==> config.mk <==
export PLATFORM = sky130hd
export DESIGN_NAME = ram_sp_core
export DESIGN_NICKNAME = d
export VERILOG_FILES = /design/src/rtl/ram_sp_core.sv
export SDC_FILE = /design/constraint.sdc
export NUM_CORES = 1
export LEC_CHECK = 0
export CORE_UTILIZATION = 40
export CTS_BUF_LIST = sky130_fd_sc_hd__clkbuf_8
export DETAILED_ROUTE_END_ITERATION = 16
export MAX_ROUTING_LAYER = met4
export PLACE_DENSITY = 0.63
export SYNTH_ARGS = -nofsm -noshare
export SYNTH_HDL_FRONTEND = slang
export SYNTH_SLANG_ARGS = --single-unit
==> constraint.sdc <==
create_clock -name clk -period 1.8 [get_ports clk]
set_input_delay 0.18 -clock clk [delete_from_list [all_inputs] [get_ports clk]]
set_output_delay 0.18 -clock clk [all_outputs]
set_load 0.03 [all_outputs]
==> src/rtl/ram_sp_core.sv <==
// -----------------------------------------------------------------------------
// ram_sp_core
//   Single-port synchronous RAM (DEPTH x DATA_WIDTH) with one shared address
//   bus. Writes are clocked. Reads are registered with one cycle of latency.
//   On a write cycle the output register takes the write data, so the write
//   is seen on dout in the same cycle (write-first).
//   An asynchronous active-low reset clears dout and every word of the array.
//
// Ports (positional order is fixed: din, clk, addr, we, dout, rst_n)
//   din   in  DATA_WIDTH  write data
//   clk   in  1           rising-edge clock
//   addr  in  ADDR_WIDTH  shared read/write word address
//   we    in  1           1 = write cycle, 0 = read cycle
//   dout  out DATA_WIDTH  registered read data
//   rst_n in  1           asynchronous active-low reset
//
// rst_n is the last port so that older five-port positional instantiations
// still elaborate with it left unconnected. A floating (z) rst_n makes
// !rst_n evaluate to x. The reset branch is then not taken, so only a clean
// logic 0 holds the block in reset.
// -----------------------------------------------------------------------------
module ram_sp_core #(
    parameter int DATA_WIDTH = 5,
    parameter int ADDR_WIDTH = 4,
    parameter int DEPTH      = 16
) (
    input  logic [DATA_WIDTH-1:0] din,
    input  logic                  clk,
    input  logic [ADDR_WIDTH-1:0] addr,
    input  logic                  we,
    output logic [DATA_WIDTH-1:0] dout,
    input  logic                  rst_n
);

    // The address must cover the array exactly. There is no out-of-range case.
    if (DEPTH != (1 << ADDR_WIDTH)) begin : g_depth_check
        $error("ram_sp_core: DEPTH must equal 2**ADDR_WIDTH");
    end

    // Storage. The name is kept as ram so that benches can reach the words
    // hierarchically.
    logic [DATA_WIDTH-1:0] ram [0:DEPTH-1];

    // Next value for the output register.
    logic [DATA_WIDTH-1:0] dout_d;

    // NOTE: combinational blocks assign every output on every path, default
    // first, so no latch is inferred.
    always_comb begin
        dout_d = ram[addr];
        if (we) begin
            dout_d = din;       // write-first: the new data goes straight out
        end
    end

    // NOTE: the array is cleared by the asynchronous reset. This forces the
    // storage into flops rather than a RAM macro, which is acceptable at this
    // size and is required for the clear-on-reset behaviour.
    always_ff @(posedge clk or negedge rst_n) begin
        if (!rst_n) begin
            // NOTE: sequential state is updated with non-blocking assignments
            // only, so every reader sees the pre-edge values.
            dout <= '0;
            for (int i = 0; i < DEPTH; i++) begin
                ram[i] <= '0;
            end
        end else begin
            dout <= dout_d;
            if (we) begin
                ram[addr] <= din;   // din is stored as-is, including x bits
            end
        end
    end

endmodule

* Word level (Yosys, flattened, before mapping)
Index checks and enable logic that the tools add are counted.
Cells by class: magnitude comparators 2, muxes and demuxes 7, bitwise gates (word level) 1, reduce and logical (&&, ||, !) cells 1
Operators with widths (number):
- $bwmux 80 | 1
- $bmux 5 s4 | 1
- $demux 5 s4 | 1
- $mux 5 | 4
- $ge 5x5->1 const B | 1
- $lt 5x1->1 const B | 1
- $not 4->5 | 1
- $logic_and 1x1->1 | 1
Storage, ports and cells: register bits 85, input bits 12, output and inout port bits 5, word-level logic and storage cells 28

* Depth between registers and ports, before layout
Gate-level depths: netlist (run 1).
depth in word-level cells 6, gate-level depth with buffers 6, mapped depth without buffers 4

* Worst setup path after synthesis (run 1)
No wires, ideal clock.
path type in2reg, start in addr[0], end reg dout[0], setup time 0.129 ns, data arrival time 1.300 ns, required time 1.671 ns, setup slack 0.371 ns, stages on the path 5, buffers on the path 2, cells stage by stage buf_6 > buf_6 > mux4_1 > a211oi_1 > a21oi_1
On the way: word-level cells in the longest chain between the ends 5
RTL lines:
- from (decl) | line 29 | input logic [ADDR_WIDTH-1:0] addr,
- $not 4->5 (not written as such) | line 50 | dout_d = ram[addr];
- $bmux 5 s4 | line 50
- $mux 5 (not written as such) (2 in series) | line 50
- $mux 5 | line 51 | if (we) begin
- named net dout_d[0] | line 45 | logic [DATA_WIDTH-1:0] dout_d;
- to (signal assigned) | line 68 | dout <= dout_d;
- to (decl) | line 31 | output logic [DATA_WIDTH-1:0] dout,
The timed path passes the listed nets, and every way through them passes these cells. The select of a mux whose other input is x is not followed. A chain may end at the register's enable or synchronous reset.

* Worst setup path after layout (run 1)
start in addr[0], end reg dout[2]
The elaborated chain is that of the path after synthesis.

==> results.md, run 1 <==
* Routed vias at 2356
* Worst vdd ir at about 0.00038 V
* Synth warn at 0
* Critical Path, Cell by Cell: clkdlybuf4s50_1 > buf_12 > buf_4 > mux4_2 > a211oi_2 > a21oi_1
* # rows at 35
* Post-detailed-route count of antenna-violating nets at 0
* Die Y at 100.9 um
* Net count after synthesis at roughly 270
* H-tree depth at 3
* Pre-CTS setup slack at -342.3 ps
* Port-buffer cells at 16
* Core Region at 0.009371 mm^2
* Inst Count DP at ~430
* Yosys reg bits at 85
* Via count of the first global-routing pass at 2516
* Clk root buf: clkbuf_8
* Met1 Use GR at 24.19%
* Max_slew headroom at 58.54%
* Die Footprint at about 0.01 mm^2
* Leak at a little over 2 nW
* Critical Path Max Stage Delay at 510 ps
* Reg2reg end: dout[1]
* Post-synthesis cell count at 260
* Worst Reg-to-Reg Cells at 4
* WL per Instance at 18.78 um
* Critical Path Start Type: primary input
* Setup CP Type: primary input to flop
* RSZ-0062 raised after global routing: no
* Total congestion overflow at 0
* Clk_lat worst skew at 350 ps
* Worst setup EP type: flop
* Seq/Total Area, Yosys at 54.40%
* Async SR Flop Fraction at 100.0%
* Grt met2 use at slightly below 30%
* First-pass GRT wire length at 13770 um
* Max Fclk at just under 600 MHz
* Fin crit period at 1712 ps
* Layout cells sized above 1 at 46.39%
* Via density at 5.259
* Initial antenna violation count at 0
* Post-CTS setup buffers at 0
* Largest net degree at the start of global routing at 52
* Yosys cell types at 27
* EDFF count, synth at 0
* CP max stage cell: clkdlybuf4s50_1
* Worst path required time at about 2000 ps
* Fin worst setup slack at 87.66 ps
* Clock transition at path regs at 90 ps
* All-Layer GR Usage at between 15 and 20%
* CTS tree: yes
* Post-Syn Area at 0.003910 mm^2
* Outcome: complete, no violations
* Critical R2R Launch: ram[11]
* Power Dens Cells at 1038 mW/mm^2
* Final HPWL DP at 5851 um
* FF-to-FF setup slack at 310 ps
* Setup TNS at 0 ps
* DRC at 0
* Final hold violation count at 0
* Total power at 4.895 mW
* Max Root-Sink Buffers at 2
* N_diodes at 0
* Setup violations, final at 0
* I/O pins at 17
* Worst Hold Class: primary input to asynchronous set/reset pin
* Layout overhead on the synthesized area at 20.61%
* CP startpoint: addr[0]
* Ys flop type: dfrtp_1
* Slew at the pin closest to its max-slew limit at 619.9 ps
* Drt pass-1 iters at 4
* Clock skew at 9.913 ps
* Maxcap violations at 0
* DR iter-0 viols at around 110
* Period utilization at approximately 95%
* GR Util met3 at between 4 and 5%
* # nets final at 326
* Slew Viols, Final at 0
* GPL Wtd Cong at 0.8045
* Non-Filler Instances at 448
* GRT busiest layer: met2
* Initial Utilization at 41.72%
* Arr. time, crit path at between 1500 and 2000 ps
* Worst Path Max Fanout at 18
* Die width at 100.9 um
* Clock sinks at 85
* Routed wire length at approximately 8400 um
* Num CTS Buffers at 9
* Synthesized area per cell at 15.04 um^2
## synth_stat cells, drive strengths merged (3+ instances only)
| master | count | area, um^2 |
|---|---|---|
| clkbuf | 9 | 33.78 |
| o22ai | 3 | 18.77 |
| a211oi | 3 | 22.52 |
| mux2i | 7 | 70.07 |
| nand3 | 3 | 15.01 |
| nor2 | 11 | 41.29 |
| mux4 | 16 | 394.1 |
| nand2b | 5 | 31.28 |
| dfrtp | 85 | 2127 |
| buf | 7 | 48.79 |
| nand2 | 4 | 15.01 |
| nor2b | 5 | 31.28 |
| a21oi | 4 | 20.02 |
| mux2 | 81 | 912.1 |
| a22oi | 5 | 37.54 |
| nand3b | 3 | 22.52 |
| or3 | 3 | 18.77 |
## power breakdown
group	total (mW)	switching (mW)	leakage [nW]	internal, mW
sequential	2.56	0.215	1.04	2.34
combinational	0.986	0.377	0.916	0.609
clock	1.35	0.678	0.104	0.677
## layout make-up
class,instances,area (um^2)
sequential,85,2127
clock buffer,10,137.6
timing repair buffer,59,520.5
clock inverter,6,63.81
multi-input combinational,159,1705
fill,830,4656
tap,129,161.4
## routing by layer
layer,vias up,wire length (um)
met5,-,0
met4,0,135
met3,12,233
met2,35,4097
met1,1225,3946
li1,1084,-
## stage by stage
step	hold slack [ps]	instance area, um^2	util, %
3_5_place_dp	59.75	4499	48.01
6_report	222.3	4716	50.32
3_3_place_gp	55.24	4499	48.01
2_1_floorplan	-115.6	3910	-
4_1_cts	208.2	4711	50.27
5_1_grt	232.6	4716	50.32
## cells in the final DEF, fill, tap and decap left out, drive strengths merged, types with 4 or more instances in the layout
cell	instances
mux2	81
clkdlybuf4s50	15
a22oi	5
a21oi	4
dfrtp	85
buf	43
nand2	4
clkbuf	10
nor2	11
mux2i	7
mux4	16
nor2b	5
nand2b	5
## flip-flops by register name (all words and copies together), names as in the netlist
name	flops
ram	80
dout	5
## worst max-delay path: cells and delay by family
kind / cells / cell delay [ps]
AO/OA/AOI/OAI: 2 / 410
multiplexers: 1 / 510
buffers and inverters: 3 / 830
## how the worst max path moves through the flow
| stage | end | slack [ps] | depth (start not counted) |
|---|---|---|---|
| 2_1_floorplan | dout[0] | 370 | 5 |
| 3_3_place_gp | dout[2] | -340 | 6 |
| 3_5_place_dp | dout[2] | -340 | 6 |
| 4_1_cts | dout[2] | 20 | 6 |
| 5_1_grt | dout[4] | 40 | 6 |
| 6_report | dout[2] | 90 | 6 |
## logic make-up (layout without fill, tap and decap cells)
kind of cell / count (synthesis) / after routing / share of synthesized area (%)
DFF: 85 / 85 / 54.40
and+or+nand+nor: 36 / 36 / 4.992
muxes: 104 / 104 / 35.20
buffers and inverters: 16 / 75 / 2.112
AOI/OAI and AO/OA: 19 / 19 / 3.296
## timing repair
action / CTS / global route
gates resized for setup: 0 / 1
hold buffers: 1 / 0
hold endpoints to repair: 44 / 0
endpoints found under the setup margin: 0 / 1
(Power assumes the default switching activity.)
==> run 2: changes to the inputs <==
SKIP_LAST_GASP = 1   (was not set)
==> results of run 2 <==
Same layout as run 1: the final DEF is identical, and so are final timing and power.
==> run 3: changes to the inputs <==
DONT_BUFFER_PORTS = 1   (was not set)
PLACE_DENSITY = 0.6   (was 0.63)
RECOVER_POWER = 25   (was not set)
==> run 3 against run 2 <==
  * The run now ends with hold timing left
  * Maximum frequency up 9.9%
  * Total power grew 0.40%
  * Hold slack worse by 710 ps
  * Routed wire length decreased by 2.0%
  * Sequential share of layout area increased by 4.3 points
  * Design area down 8.6%
  * Flip-flop and latch count stayed put
  * Critical path depth down 3
  * Cell count decreased by 11%
  * Register-to-register slack worse by 70 ps
  * Die area stayed put
  * Worst setup slack better by 150 ps
==> results.md, run 3 (synthesized netlist as in run 1, its figures left out) <==
* Clock sinks at 85
* Worst vdd ir at 0.0005931 V
* CP top delay family: multiplexers
* Core Region at ~0.0094 mm^2
* Max_slew headroom at 51.53%
* DR iter-0 viols at 86
* Slew at the pin closest to its max-slew limit at 724.7 ps
* WL per Instance at 20.72 um
* Worst Hold Class: primary input to asynchronous set/reset pin
* Outcome: finished with violations
* Slew Viols, Final at 0
* Via count of the first global-routing pass at 2408
* H-tree depth at 3
* Total congestion overflow at 0
* Largest net degree at the start of global routing at 86
* All-Layer GR Usage at 19.08%
* Clk_lat worst skew at between 300 and 400 ps
* Hold_ws at -489.4 ps
* Clock transition at path regs at roughly 90 ps
* # rows at 35
* N_diodes at 0
* Number of flip-flops in the largest register at 80
* Fin crit period at 1557 ps
* Pre-CTS setup slack at roughly 270 ps
* Fin worst setup slack at ~240 ps
* Period utilization at 86.52%
* Clk root buf: clkbuf_8
* Worst Reg-to-Reg Cells at 3
* Worst Path Max Fanout at 2
* Max Fclk at roughly 640 MHz
* Critical Path Start Type: flop
* Fillcell total at 876
* WP buf/inv at 0
* Total power at 4.915 mW
* Arr. time, crit path at between 1500 and 2000 ps
* Worst setup EP type: flop
* Setup violations, final at 0
* CP max stage cell: mux4_1
* GPL Wtd Cong at 0.7499
* Die Footprint at ~0.01 mm^2
* Max Root-Sink Buffers at 2
* I/O pins at 17
* Critical Path, Cell by Cell: mux4_1 > a211oi_1 > a21oi_1
* CTS Hold Bufs at 7
* Most flops, register: ram
* Largest regs: ram: 80 flops, dout: 5 flops
* Drt pass-1 iters at 5
* Routed wire length at ~8200 um
* Post-detailed-route count of antenna-violating nets at 0
* DRC at 0
* Initial Utilization at 41.72%
* Die Y at 100.9 um
* CTS tree: yes
* Setup CP Type: flop to flop
* Initial antenna violation count at 0
* Num CTS Buffers at 9
* Leak at 1.836 nW
* Routed vias at about 2200
* Critical Path Max Stage Delay at between 500 and 600 ps
* Crit path depth at 3
* Failing checks: hold timing
* First-pass GRT wire length at 13670 um
* Port-buffer cells at 0
* Worst path required time at 2020 ps
* Commonest non-fill, non-tap cell in the layout: dfrtp_1
* Layout cells sized above 1 at 39.41%
* # nets final at 277
* Layout overhead on the synthesized area at 10.21%
* Post-CTS setup buffers at 0
* RSZ-0062 raised after global routing: no
* Clock skew at between 10 and 15 ps
* Via density at 5.553
* Final HPWL DP at 5161 um
* Maxcap violations at 0
* Final hold violation count at 85
* Commonest non-fill, non-tap cells in the layout: dfrtp_1, mux2_2, nor2_1, mux4_1, clkbuf_8
* Setup TNS at 0 ps
* Die width at 100.9 um
* Power Dens Cells at roughly 1100 mW/mm^2
-- run 3: metal layers --
metal / global-route usage [%] / up-vias / share of wire (%)
met5: - / - / 0
met4: 5.463 / 0 / 1.2
met3: 5.964 / 12 / 5.1
met2: 27.66 / 37 / 45
met1: 25.85 / 1184 / 49
li1: - / 977 / -
-- run 3: area by class of cell --
| type | instances | area [um^2] | share of cell area, % |
|---|---|---|---|
| well taps | 129 | 161.4 | 3.746 |
| clock buffers | 9 | 123.9 | 2.875 |
| multi-input cells | 159 | 1700 | 39.46 |
| flip-flops and latches | 85 | 2127 | 49.36 |
| clock inverters | 6 | 103.9 | 2.410 |
| repair buffers | 10 | 92.59 | 2.149 |
-- run 3: through the flow --
| stage | area, um^2 | std cells | util (%) |
|---|---|---|---|
| 6_report | 4309 | 398 | 45.98 |
| 5_1_grt | 4309 | 398 | 45.98 |
| 4_1_cts | 4309 | 398 | 45.98 |
| 3_5_place_dp | 4011 | 376 | 42.80 |
| 3_3_place_gp | 4011 | 376 | 42.80 |
| 2_1_floorplan | 3910 | 260 | - |
-- run 3: what timing repair did --
action / 4_1_cts / 5_1_grt
gates resized for setup: 0 / 0
hold endpoints to repair: 170 / 85
setup endpoints to repair: 0 / 0
-- run 3: final timing paths --
kind	slack, ps	startpoint	to
setup / recovery	240	ram[50]	dout[0]
max in group asynchronous	2150	rst_n	ram[44]
min in group clk	40	we	dout[0]
hold reg to reg	500	ram[74]	ram[74]
hold / removal	-490	rst_n	dout[3]
setup reg to reg	240	ram[50]	dout[0]
-- run 3: power breakdown --
part | internal (mW) | switching (mW) | total [mW]
logic | 0.522 | 0.258 | 0.779
clock network | 0.904 | 0.658 | 1.56
registers | 2.34 | 0.234 | 2.57
